$ cat src/rtl/hazard_control_unit.sv
// -----------------------------------------------------------------------------
// hazard_control_unit
//
// Sits on the consuming side of the ID/EX pipeline register. It looks at the
// fields leaving ID/EX and at the instruction waiting in IF/ID, and returns
// stall and flush controls for the PC, IF/ID and ID/EX registers.
//
// Two hazard classes are handled:
//   * load-use: a load in EX whose destination feeds the instruction in ID.
//     The front end is frozen and a bubble goes into ID/EX for exactly
//     LOAD_STALL_CYCLES cycles, which covers slow data memory.
//   * redirect: a taken branch or a jump resolved in EX. IF/ID and ID/EX are
//     flushed while the PC loads the new target.
// Two saturating event counters (stall cycles, redirects) support
// performance debug.
//
// Parameters
//   LOAD_STALL_CYCLES  bubbles inserted per load-use hazard (>= 1)
//   COUNTER_WIDTH      width of stall_count_o / flush_count_o
//
// Ports
//   clk              rising-edge clock
//   reset            asynchronous reset, active low
//   idex_mem_read_i  load in EX (mem_read leaving ID/EX)
//   idex_rt_i        destination of that load
//   ifid_rs_i        Rs of the instruction in IF/ID
//   ifid_rt_i        Rt of the instruction in IF/ID
//   ifid_uses_rt_i   IF/ID instruction actually reads Rt
//   branch_taken_i   branch taken, resolved in EX
//   jmp_i            jump leaving ID/EX
//   cnt_clear_i      synchronous clear of both counters
//   pc_write_o       PC load enable
//   ifid_write_o     IF/ID load enable
//   ifid_flush_o     IF/ID flush
//   idex_flush_o     ID/EX flush (bubble insert)
//   state_o          00 RUN, 01 STALL
//   stall_count_o    stall cycles seen, saturating
//   flush_count_o    redirects seen, saturating
// -----------------------------------------------------------------------------
module hazard_control_unit #(
    parameter int LOAD_STALL_CYCLES = 1,
    parameter int COUNTER_WIDTH     = 16
) (
    input  logic                     clk,
    input  logic                     reset,
    input  logic                     idex_mem_read_i,
    input  logic [4:0]               idex_rt_i,
    input  logic [4:0]               ifid_rs_i,
    input  logic [4:0]               ifid_rt_i,
    input  logic                     ifid_uses_rt_i,
    input  logic                     branch_taken_i,
    input  logic                     jmp_i,
    input  logic                     cnt_clear_i,
    output logic                     pc_write_o,
    output logic                     ifid_write_o,
    output logic                     ifid_flush_o,
    output logic                     idex_flush_o,
    output logic [1:0]               state_o,
    output logic [COUNTER_WIDTH-1:0] stall_count_o,
    output logic [COUNTER_WIDTH-1:0] flush_count_o
);

    // The remaining-cycles register only has to hold LOAD_STALL_CYCLES-1.
    localparam int REM_W = (LOAD_STALL_CYCLES > 1) ? $clog2(LOAD_STALL_CYCLES) : 1;

    typedef enum logic [1:0] {
        ST_RUN   = 2'b00,
        ST_STALL = 2'b01
    } state_e;

    state_e                   state_q, state_d;
    logic [REM_W-1:0]         remaining_q, remaining_d;
    logic [COUNTER_WIDTH-1:0] stall_count_q, stall_count_d;
    logic [COUNTER_WIDTH-1:0] flush_count_q, flush_count_d;

    logic load_use;
    logic redirect;
    logic stall_inc;
    logic flush_inc;

    // Register 0 is hard-wired, so a load targeting it never creates a real
    // dependency. Rt only matters when the consumer actually reads it.
    assign load_use = idex_mem_read_i
                    & (idex_rt_i != 5'd0)
                    & ((idex_rt_i == ifid_rs_i)
                       | (ifid_uses_rt_i & (idex_rt_i == ifid_rt_i)));

    assign redirect = branch_taken_i | jmp_i;

    // Control decode and next-state logic. Outputs are combinational so the
    // pipeline registers see them in the same cycle the hazard appears.
    // While reset is held every enable and flush is forced low. A redirect
    // always wins: the stalled instruction is on the wrong path anyway. Once
    // in STALL the hazard compare is ignored; the countdown alone decides
    // when the front end is released.
    always_comb begin
        pc_write_o   = 1'b1;
        ifid_write_o = 1'b1;
        ifid_flush_o = 1'b0;
        idex_flush_o = 1'b0;
        state_d      = state_q;
        remaining_d  = remaining_q;
        stall_inc    = 1'b0;
        flush_inc    = 1'b0;

        if (!reset) begin
            pc_write_o   = 1'b0;
            ifid_write_o = 1'b0;
            state_d      = ST_RUN;
            remaining_d  = '0;
        end else begin
            unique case (state_q)
                ST_RUN: begin
                    if (redirect) begin
                        ifid_flush_o = 1'b1;
                        idex_flush_o = 1'b1;
                        flush_inc    = 1'b1;
                    end else if (load_use) begin
                        pc_write_o   = 1'b0;
                        ifid_write_o = 1'b0;
                        idex_flush_o = 1'b1;
                        stall_inc    = 1'b1;
                        if (LOAD_STALL_CYCLES > 1) begin
                            state_d     = ST_STALL;
                            remaining_d = REM_W'(LOAD_STALL_CYCLES - 1);
                        end
                    end
                end
                ST_STALL: begin
                    if (redirect) begin
                        ifid_flush_o = 1'b1;
                        idex_flush_o = 1'b1;
                        flush_inc    = 1'b1;
                        state_d      = ST_RUN;
                        remaining_d  = '0;
                    end else begin
                        pc_write_o   = 1'b0;
                        ifid_write_o = 1'b0;
                        idex_flush_o = 1'b1;
                        stall_inc    = 1'b1;
                        remaining_d  = remaining_q - REM_W'(1);
                        if (remaining_q == REM_W'(1)) begin
                            state_d = ST_RUN;
                        end
                    end
                end
                default: begin
                    state_d     = ST_RUN;
                    remaining_d = '0;
                end
            endcase
        end
    end

    // Event counters: a clear in the same cycle as an event leaves zero, and
    // an all-ones counter holds instead of wrapping.
    always_comb begin
        stall_count_d = stall_count_q;
        flush_count_d = flush_count_q;
        if (cnt_clear_i) begin
            stall_count_d = '0;
            flush_count_d = '0;
        end else begin
            if (stall_inc && (stall_count_q != '1)) begin
                stall_count_d = stall_count_q + COUNTER_WIDTH'(1);
            end
            if (flush_inc && (flush_count_q != '1)) begin
                flush_count_d = flush_count_q + COUNTER_WIDTH'(1);
            end
        end
    end

    // State registers. Reset drops any stall in progress.
    always_ff @(posedge clk or negedge reset) begin
        if (!reset) begin
            state_q       <= ST_RUN;
            remaining_q   <= '0;
            stall_count_q <= '0;
            flush_count_q <= '0;
        end else begin
            state_q       <= state_d;
            remaining_q   <= remaining_d;
            stall_count_q <= stall_count_d;
            flush_count_q <= flush_count_d;
        end
    end

    assign state_o       = state_q;
    assign stall_count_o = stall_count_q;
    assign flush_count_o = flush_count_q;

endmodule

$ cat config.mk
export PLATFORM = sky130hd
export DESIGN_NAME = hazard_control_unit
export DESIGN_NICKNAME = d
export VERILOG_FILES = /design/src/rtl/hazard_control_unit.sv
export SDC_FILE = /design/constraint.sdc
export NUM_CORES = 1
export LEC_CHECK = 0
export ABC_CLOCK_PERIOD_IN_PS = 2000
export CAP_MARGIN = 15
export CORE_ASPECT_RATIO = 2
export CORE_UTILIZATION = 42
export DETAILED_ROUTE_END_ITERATION = 10
export PLACE_DENSITY_LB_ADDON = 0.15
export SLEW_MARGIN = 20
export SYNTH_ARGS = -nofsm -noshare
export SYNTH_HDL_FRONTEND = slang
export SYNTH_SLANG_ARGS = --single-unit
export TNS_END_PERCENT = 5
$ cat constraint.sdc
create_clock -name clk -period 2 [get_ports clk]
set_input_delay 0.5 -clock clk [delete_from_list [all_inputs] [get_ports clk]]
set_output_delay 0.5 -clock clk [all_outputs]
set_load 0.05 [all_outputs]
==> metrics <==
CTS clk-pin slew, worst paths 0.06 ns; Tmin final 2.32 ns; vias in the first global route 1895; pre-CTS setup slack -0.660 ns; max_cap viols 0; share of post-route cells with drive strength above 1 34.3%; DR vias 1871; Worst setup endpoint ifid_write_o; routed vias/inst 5.29; final worst setup slack -0.320 ns; final setup fails 18; FF-to-FF setup slack 0.11 ns; drt drc 0; Multi-input gate area 0.00109 mm2; FF/Latch Area 801 um2; WHS 0.281 ns; fin nets 320; Post-CTS Hold Fix Bufs 0; CP Class in2out; Top cell by count, worst path buf_6; antenna violations before repair 3; WL final 5.20 mm; num ports 60; RSZ-0062 raised after global routing yes; YS warnings 0; grt ovf 0; violated checks negative setup slack; Worst EP arrival 1.82 ns; Tot Pwr 1500 uW; row count 34; Horiz. Die Dim 50.0 um; R2R Path End stall_count_o[7]; Netlist cell types 43; Crit Reg-Reg Startpoint stall_count_o[2]; fin. max-slew vios 0; Hold Path Class in2async; leakage 0.00138 uW; root buffer cell clkbuf_8; Clk Latency, worst-skew pair 0.28 ns; most common cell after layout, fill and taps aside buf_4; CTS tree done; Setup crit start kind primary input; Die Footprint 0.00490 mm2; Final GP Congestion 0.842; Initial Util 44.2%; cells after synthesis 204; wire per inst 14.7 um; maximum fanout along the worst path 2; crit end category output port; fillers 371; GRT Overall Usage 22.9%; clk sinks 32; status complete, but fails checks; commonest non-fill, non-tap cells in the layout 63 x buf_4, 32 x dfrtp_1, 27 x nor2_1, 19 x xnor2_1; # H-tree levels 2; R2R depth 7; Port Buffer Count 57; Tcrit/Tclk final 116%; HPWL after DPL 3.85 mm; 1st-pass router iterations 4; Post-Syn Area 0.00194 mm2; CTS Buf Count 5; CP top delay family simple AND/OR/NAND/NOR gates; Clock Skews 0.0104 ns; CP required 1.50 ns; Die Y-Extent 98.0 um; crit path buf inv count 3; crit-path max cell delay 0.52 ns; synthesis-to-finish area growth 49.8%; Critical Path, Cell by Cell buf_6, or4_4, o211a_1, buf_6, a21boi_4, buf_6; Power Dens Cells 519 mW/mm2; setup TNS -2.10 ns; VDD IR max 0.541 mV; post-synthesis sequential area ratio 41.4%; Syn Area/Cell 9.49 um2; Core Box Area 0.00438 mm2; final hold viol count 0; Final ANT Viol Nets 0; first-pass GRT wire length 8.49 mm; Yosys reg bits 32; Slowest-stage cell, CP or4_4; largest net degree at the start of global routing 31; Max Clk Rate 0.431 GHz; Levels on crit path 6; Initial DRC Count 27; Clock Tree Buf Depth 2; Critical Path Source idex_rt_i[3]
==> synthesized netlist by cell type, drive strengths merged <==
master       number  area, um2
clkbuf            2       7.51
nor3              8       40.0
nand3            15       90.1
dfrtp            32        801
nand3b            1       7.51
o31a              1       8.76
ha                2       25.0
nand4             6       37.5
nor2             27        101
a21oi             5       25.0
or2               2       12.5
or4               1       11.3
a41oi             1       27.5
buf               5       45.0
inv               8       30.0
xor2             12        105
nand2            14       60.1
o21ai             6       30.0
and3              7       43.8
o211ai            1       7.51
a211oi            1       7.51
nand4b            1       8.76
and2              6       40.0
o211a             1       10.0
o22ai             1       6.26
o2111ai           1       15.0
o31ai             2       28.8
conb              1       3.75
or3               4       25.0
a21boi            1       7.51
xnor2            20        175
dlygate4sd1       1       8.76
mux2i             3       30.0
and4bb            1       16.3
and4              4       36.3
==> cells by family (layout without fill, tap and decap cells) <==
| family | count (synthesis) | count (layout) | share of synthesized area (%) |
|---|---|---|---|
| AOI/OAI and AO/OA | 21 | 21 | 8.99 |
| other | 1 | 5 | 0.194 |
| adders and majority gates | 2 | 2 | 1.29 |
| DFF | 32 | 32 | 41.4 |
| buffers and inverters | 16 | 108 | 4.72 |
| and+or+nand+nor | 97 | 97 | 27.4 |
| muxes | 3 | 3 | 1.55 |
| xor gates and xnor gates | 32 | 32 | 14.5 |
==> layout make-up <==
class / instances / share of cell area (%)
clock buffer: 6 / 2.50
clock inverter: 2 / 1.21
multi-input combinational: 157 / 37.6
timing repair buffer: 92 / 27.4
sequential: 32 / 27.6
tap: 54 / 2.33
inverter: 8 / 1.04
antenna: 3 / 0.259
==> worst reg2reg max path, cell delays in order, from the launching register on <==
cell,delay (ns)
dfrtp_1,0.43
and3_1,0.26
and4bb_4,0.25
a41oi_4,0.31
buf_4,0.19
nand3_2,0.07
xnor2_1,0.12
and2_1,0.15
==> stage by stage <==
stage,instances,utilization (%),instance area (um2)
2_1_floorplan,205,-,1950
3_3_place_gp,337,61.7,2710
3_5_place_dp,337,61.7,2710
4_1_cts,350,65.4,2870
5_1_grt,354,66.2,2900
6_report,354,66.2,2900
==> worst min-delay path by stage <==
stage / depth (start not counted) / startpoint / slack (ns) / to
finish: 2 / reset / 0.28 / flush_count_o[3]
detailed placement: 2 / stall_count_o[13] / 0.55 / stall_count_o[13]
floorplan: 0 / reset / 0.20 / flush_count_o[0]
global route: 2 / reset / 0.28 / flush_count_o[5]
CTS: 2 / stall_count_o[13] / 0.57 / stall_count_o[13]
global placement: 2 / stall_count_o[12] / 0.55 / stall_count_o[12]
==> per-layer routing <==
| layer | global-route usage [%] | vias to the layer above | share of wire (%) |
|---|---|---|---|
| met5 | 0 | - | 0 |
| met2 | 43.9 | 41 | 61 |
| met3 | 5.14 | 13 | 2.8 |
| met1 | 20.5 | 933 | 34 |
| li1 | - | 884 | - |
| met4 | 12.5 | 0 | 2.7 |
==> repair_timing <==
action / in CTS / in global routing
resized for setup: 40 / 5
cloned: 0 / 0
pin swaps: 18 / 7
setup buffers: 5 / 1
hold endpoints to repair: 0 / 0
endpoints found under the setup margin: 29 / 24
==> state kept, by name, indices dropped and copies added, names as in the netlist <==
name           flops
stall_count_o     16
flush_count_o     16
==> power breakdown <==
part	total [uW]	switching (uW)	internal, uW
clock	614	245	370
sequential	656	4.73	651
combinational	234	126	107
total	1500	376	1130
Note: power is estimated with default switching activity, not from simulation.
==> edit 1, RTL diff (same settings) <==
Change the parameter `COUNTER_WIDTH` from 16 to 24.
--- a/src/rtl/hazard_control_unit.sv
+++ b/src/rtl/hazard_control_unit.sv
@@ -39,7 +39,7 @@
 // -----------------------------------------------------------------------------
 module hazard_control_unit #(
     parameter int LOAD_STALL_CYCLES = 1,
-    parameter int COUNTER_WIDTH     = 16
+    parameter int COUNTER_WIDTH     = 24
 ) (
     input  logic                     clk,
     input  logic                     reset,
Ports: changed (resized flush_count_o and stall_count_o); port bits go from 60 to 76. No check against the original RTL was run, so the function may have changed too.
==> edit 1 against the unedited design <==
The flow still finishes with violations (negative setup slack); core utilization decreased by 0.33 points; routed wire length rose by 58%; cell area up 44%; die area grew 42%; sequential share of layout area up 1.2 points; sequential cell count increased by 16; total power grew 38%; area after synthesis increased by 43%; worst setup slack better by 79 ps; final cell count grew 47%; global-route usage rose by 1.8 points; clock power increased by 36%; maximum frequency grew 3.5%; critical endpoint is now pc_write_o.
==> edit 1: results (changes against the unedited design) <==
Maximum net fanout on the critical path: 3 (+1). The quantity of I/O buffers inserted on ports works out to 73 (+28%). Timing startpoint of the critical path: idex_rt_i[4]. The number of antenna diodes was 0 (-3). For the worst-case setup margin in the final layout, the log shows -241 ps (+78.9 ps).

The final number of setup-violating endpoints is 6 (-12), and the number of instances in the placed design is 511 (+52%). By area the synthesized netlist is led by sky130_fd_sc_hd__dfrtp_1 (43%), sky130_fd_sc_hd__xnor2_1 (7.6%), sky130_fd_sc_hd__nor2_1 (6.0%). The layout net count was 458 (+43%). The half-perimeter wire length of the detailed placement result is 6270 um (+63%), and the proportion of layout cells with a drive suffix above 1 is 0.430 (+0.0865). The tools report the root buffer cell as sky130_fd_sc_hd__clkbuf_16. In the synthesized netlist, the cells that appear most often are sky130_fd_sc_hd__dfrtp_1 (48), sky130_fd_sc_hd__nor2_1 (44), sky130_fd_sc_hd__xnor2_1 (24). The initial antenna violation count was 0 (-3); the via count of the first global-routing pass was 2,860 (+51%). For the data arrival time of the critical path, the log shows 1740 ps (-80 ps). The routability congestion estimate is 0.850 (+0.97%), and the power dissipated by switching net loads is 522 uW (+39%).

The finished layout cell area was 4190 um2 (+44%); the area after detailed placement was 3950 um2 (+46%). Post-place setup slack: -665 ps (-5.66 ps). The run gives 1.55 mW (+37%) as the internal power contribution. The run gives 12,800 um (+51%) as the wire length of the first global-routing pass. The global-route usage over all layers was 0.246 (+0.0177). The run finished, with violations left.

The logs give 2,813 (+50%) for the total number of vias and -795 ps (+1310 ps) for the summed negative setup slack over all endpoints. The startpoint of the most critical register-to-register path is stall_count_o[0]. The violation count after the first detailed-route iteration was 106 (+290%). The filler-free cell count of the finished design was 521 (+47%). The logs give 1.96 nW (+43%) for the cell leakage power and 296 (+45%) for the gate count after technology mapping.

The run gives 0.559 mV (+3.3%) as the maximum resistive drop on vdd. The final reports fail on negative setup slack. For the largest net degree at the start of global routing, the log shows 28 (-9.7%).
-- edit 1: cell count changes in the layout (fill, tap and decap cells not counted), moves of 5 or more --
cell | before | now
sky130_fd_sc_hd__nand2_1 | 12 | 18
sky130_fd_sc_hd__dfrtp_1 | 32 | 45
sky130_fd_sc_hd__clkbuf_8 | 5 | 0
sky130_fd_sc_hd__clkbuf_16 | 0 | 5
sky130_fd_sc_hd__buf_4 | 63 | 115
sky130_fd_sc_hd__buf_2 | 3 | 14
sky130_fd_sc_hd__nand3_1 | 10 | 20
sky130_fd_sc_hd__nor2_1 | 27 | 43
sky130_fd_sc_hd__dlygate4sd2_1 | 10 | 3
sky130_fd_sc_hd__or4_1 | 0 | 6
sky130_fd_sc_hd__xnor2_2 | 1 | 6
-- edit 1: final cells by class --
| type | instances | area share |
|---|---|---|
| multi-input cells | 234 | 0.390 |
| flip-flops and latches | 48 | 0.288 |
| repair buffers | 141 | 0.260 |
| clock buffers | 6 | 0.0308 |
| well taps | 86 | 0.0257 |
| inverters | 4 | 0.00359 |
| clock inverters | 2 | 0.00299 |
-- edit 1: timing repair --
item	CTS	global route
endpoints found under the setup margin	34	44
pin swaps	21	9
buffers inserted	1	1
resized for setup	80	17
-- edit 1: critical path: cells and delay by family --
kind,cells,cell delay [ps]
and+or+nand+nor,2,620
AOI/OAI and AO/OA,2,380
buffers and inverters,2,250
-- edit 1: final timing paths --
kind,endpoint,cells past startpoint,slack [ps]
setup / recovery,pc_write_o,6,-240
setup reg to reg,stall_count_o[10],7,-40
hold reg to reg,stall_count_o[5],2,580
min in group clk,stall_count_o[5],2,580
max in group asynchronous,flush_count_o[11],4,1150
hold / removal,stall_count_o[2],2,140
-- edit 1: power by group through the flow --
stage	Clock (mW)	Combinational, mW	Sequential, mW
after floorplan	0	0.103	1.01
after global routing	0.880	0.278	0.978
after CTS	0.851	0.247	0.977
final	0.834	0.259	0.978
after global placement	0	0.246	0.996
after detailed placement	0	0.248	0.996
-- edit 1: kinds of logic (layout without fill, tap and decap cells) --
kind of cell / count (synthesis) / count (layout) / share of synthesized area
AND/OR/NAND/NOR: 146 / 146 / 0.284
buffers and inverters: 15 / 153 / 0.0280
AO/OA/AOI/OAI: 41 / 41 / 0.105
multiplexers: 4 / 4 / 0.0154
adder cells (fa/ha/maj): 2 / 2 / 0.00903
other: 1 / 2 / 0.00135
XOR/XNOR: 39 / 39 / 0.123
flip-flops: 48 / 48 / 0.434
-- edit 1: metal layers --
layer | vias to the layer above | GRT usage | routed length, um
li1 | 1342 | - | -
met1 | 1367 | 0.248 | 2920
met2 | 82 | 0.467 | 4690
met3 | 22 | 0.0352 | 296
met4 | 0 | 0.129 | 286
met5 | - | 0 | 0
==> edit 2, RTL diff (config.mk and constraints unchanged) <==
Without the edit above. Put one more register stage on the output `flush_count_o`, without a reset. The value now appears one clock later. The other outputs are not delayed to match.
--- a/src/rtl/hazard_control_unit.sv
+++ b/src/rtl/hazard_control_unit.sv
@@ -187,7 +187,9 @@
 
     assign state_o       = state_q;
     assign stall_count_o = stall_count_q;
-    assign flush_count_o = flush_count_q;
+    always_ff @(posedge clk) begin
+        flush_count_o <= flush_count_q;
+    end
 
 endmodule
 
Behaviour: not the same (Yosys sat finds a counterexample within 4 cycles, from zero or initial values and one cycle with reset low).
==> edit 2 against the unedited design <==
The flow still finishes with violations (negative setup slack); routed wire length increased by 3.8%; total power rose by 21%; worst hold slack improved by 140 ps; cell area grew 14%; area after synthesis up 14%; clock skew is 2.0 ps lower; sequential cell count rose by 16; worst setup slack got worse by 47 ps.
==> edit 2: results (changes against the unedited design) <==
The logs give 0.439 mV (-19%) for the maximum resistive drop on vdd and 31 (+15%) for the violation count after the first detailed-route iteration. The largest net degree at the start of global routing is 33 (+6.5%). The checks that failed: negative setup slack. Capturing element of the worst setup path: idex_flush_o. The worst-case setup margin in the final layout is -367 ps (-47.2 ps). For the global-route usage over all layers, the log shows 0.220 (-0.00845).

The total number of vias was 1,979 (+5.8%); the worst setup slack for register-to-register paths was 40 ps (-70 ps). The clock-pin slew on the worst setup and hold paths is 90 ps (+30 ps). The min-delay analysis places its worst path in the category flip-flop to flip-flop. The tools report the wire length of the first global-routing pass as 9000 um (+6.0%). The tools report the timing startpoint of the critical path as idex_rt_i[3]. For the half-perimeter wire length of the detailed placement result, the log shows 3990 um (+3.7%).

Cell leakage power: 1.50 nW (+9.2%). The routability congestion estimate came out at 0.779 (-7.5%). The tools report the number of antenna diodes as 0 (-3). The area after detailed placement was 3110 um2 (+15%). In this run the critical register-to-register path is launched from stall_count_o[9]. The total wire length after detailed routing came out at 5400 um (+3.8%). The fraction of the yosys area taken by sequential cells is 0.509 (+0.0954). Counting instances in the post-synthesis netlist gives the leading cell types as sky130_fd_sc_hd__dfrtp_1 (32), sky130_fd_sc_hd__nor2_1 (26), sky130_fd_sc_hd__dfxtp_1 (16). Clock latency at the later pin of the worst-skew pair: 300 ps (+20 ps). For the count of H-tree levels built during CTS, the log shows 2 (unchanged). Sorting the synthesized cells by area gives the leading types as sky130_fd_sc_hd__dfrtp_1 (36%), sky130_fd_sc_hd__dfxtp_1 (15%), sky130_fd_sc_hd__xnor2_1 (6.0%). The post-CTS resize count is 37 (-7.5%), and the depth of the worst register-to-register path is 7 (unchanged). The run gives 342 (+6.9%) as the layout net count.

In the synthesized netlist the dominant register cell turns out to be sky130_fd_sc_hd__dfrtp_1. The tools report the data arrival time of the critical path as 1870 ps (+50 ps). For the initial antenna violation count, the log shows 0 (-3). The proportion of layout cells with a drive suffix above 1 was 0.301 (-0.0425). The summed negative setup slack over all endpoints is -2510 ps (-406 ps), and the distinct cell type count of the synthesized netlist is 39 (-9.3%). The flow ran to the end, but the final reports show violations.

The logs give -786 ps (-127 ps) for the post-place setup slack and 4 (-1) for the post-CTS setup buffer count. The tools report the destination of the worst register-to-register timing path as stall_count_o[2]. For the final clock skew, the log shows 8.41 ps (-2.02 ps). The share of synthesized registers carrying an async set or reset was 0.667 (-0.333); the final number of setup-violating endpoints was 16 (-2).

For the pin with the worst max-slew slack, the measured transition is 632 ps.
## edit 2: worst min path at each step
stage	start	to	slack, ps	depth (start not counted)
3_3_place_gp	flush_count_q[11]	flush_count_o[11]	400	0
2_1_floorplan	reset	flush_count_q[0]	200	0
5_1_grt	flush_count_q[4]	flush_count_o[4]	450	0
4_1_cts	flush_count_q[4]	flush_count_o[4]	430	0
3_5_place_dp	flush_count_q[4]	flush_count_o[4]	400	0
6_report	flush_count_q[4]	flush_count_o[4]	420	0
## edit 2: cell families after synthesis
group	synth area share
other cells	0.00170
flops	0.509
compound gates	0.0938
fa+ha+maj	0.0114
simple gates	0.226
buf+inv	0.0415
xor+xnor	0.107
mux	0.00909
## edit 2: worst max-delay path: stages
cell and delay, ps:
sky130_fd_sc_hd__buf_6 90, sky130_fd_sc_hd__or4_4 510, sky130_fd_sc_hd__o21a_1 190, sky130_fd_sc_hd__and2_4 150, sky130_fd_sc_hd__o31a_1 270, sky130_fd_sc_hd__buf_12 160
## edit 2: metal layers
layer,vias to the layer above,global-route usage,part of all wire
met5,-,0,0
met4,0,0.0996,0.028
met3,12,0.0395,0.036
met2,57,0.398,0.58
met1,951,0.228,0.35
li1,959,-,-
## edit 2: where the power goes
group          leakage [nW]  internal, mW  switching, mW
Clock                0.0521         0.282          0.330
Combinational         0.874         0.112          0.123
Sequential            0.575         0.972        0.00678
## edit 2: cell type report
cell class	instances	area [um2]
Clock inverter	2	12.5
Fill cell	480	1790
Sequential cell	48	1120
Multi-Input combinational cell	157	1090
Timing Repair Buffer	102	910
Tap cell	58	72.6
Inverter	4	15.0
Clock buffer	6	82.6
## edit 2: metrics by stage
step	util	std cells
CTS	0.640	377
floorplan	-	220
global placement	0.610	365
detailed placement	0.610	365
global route	0.648	377
finish	0.648	377
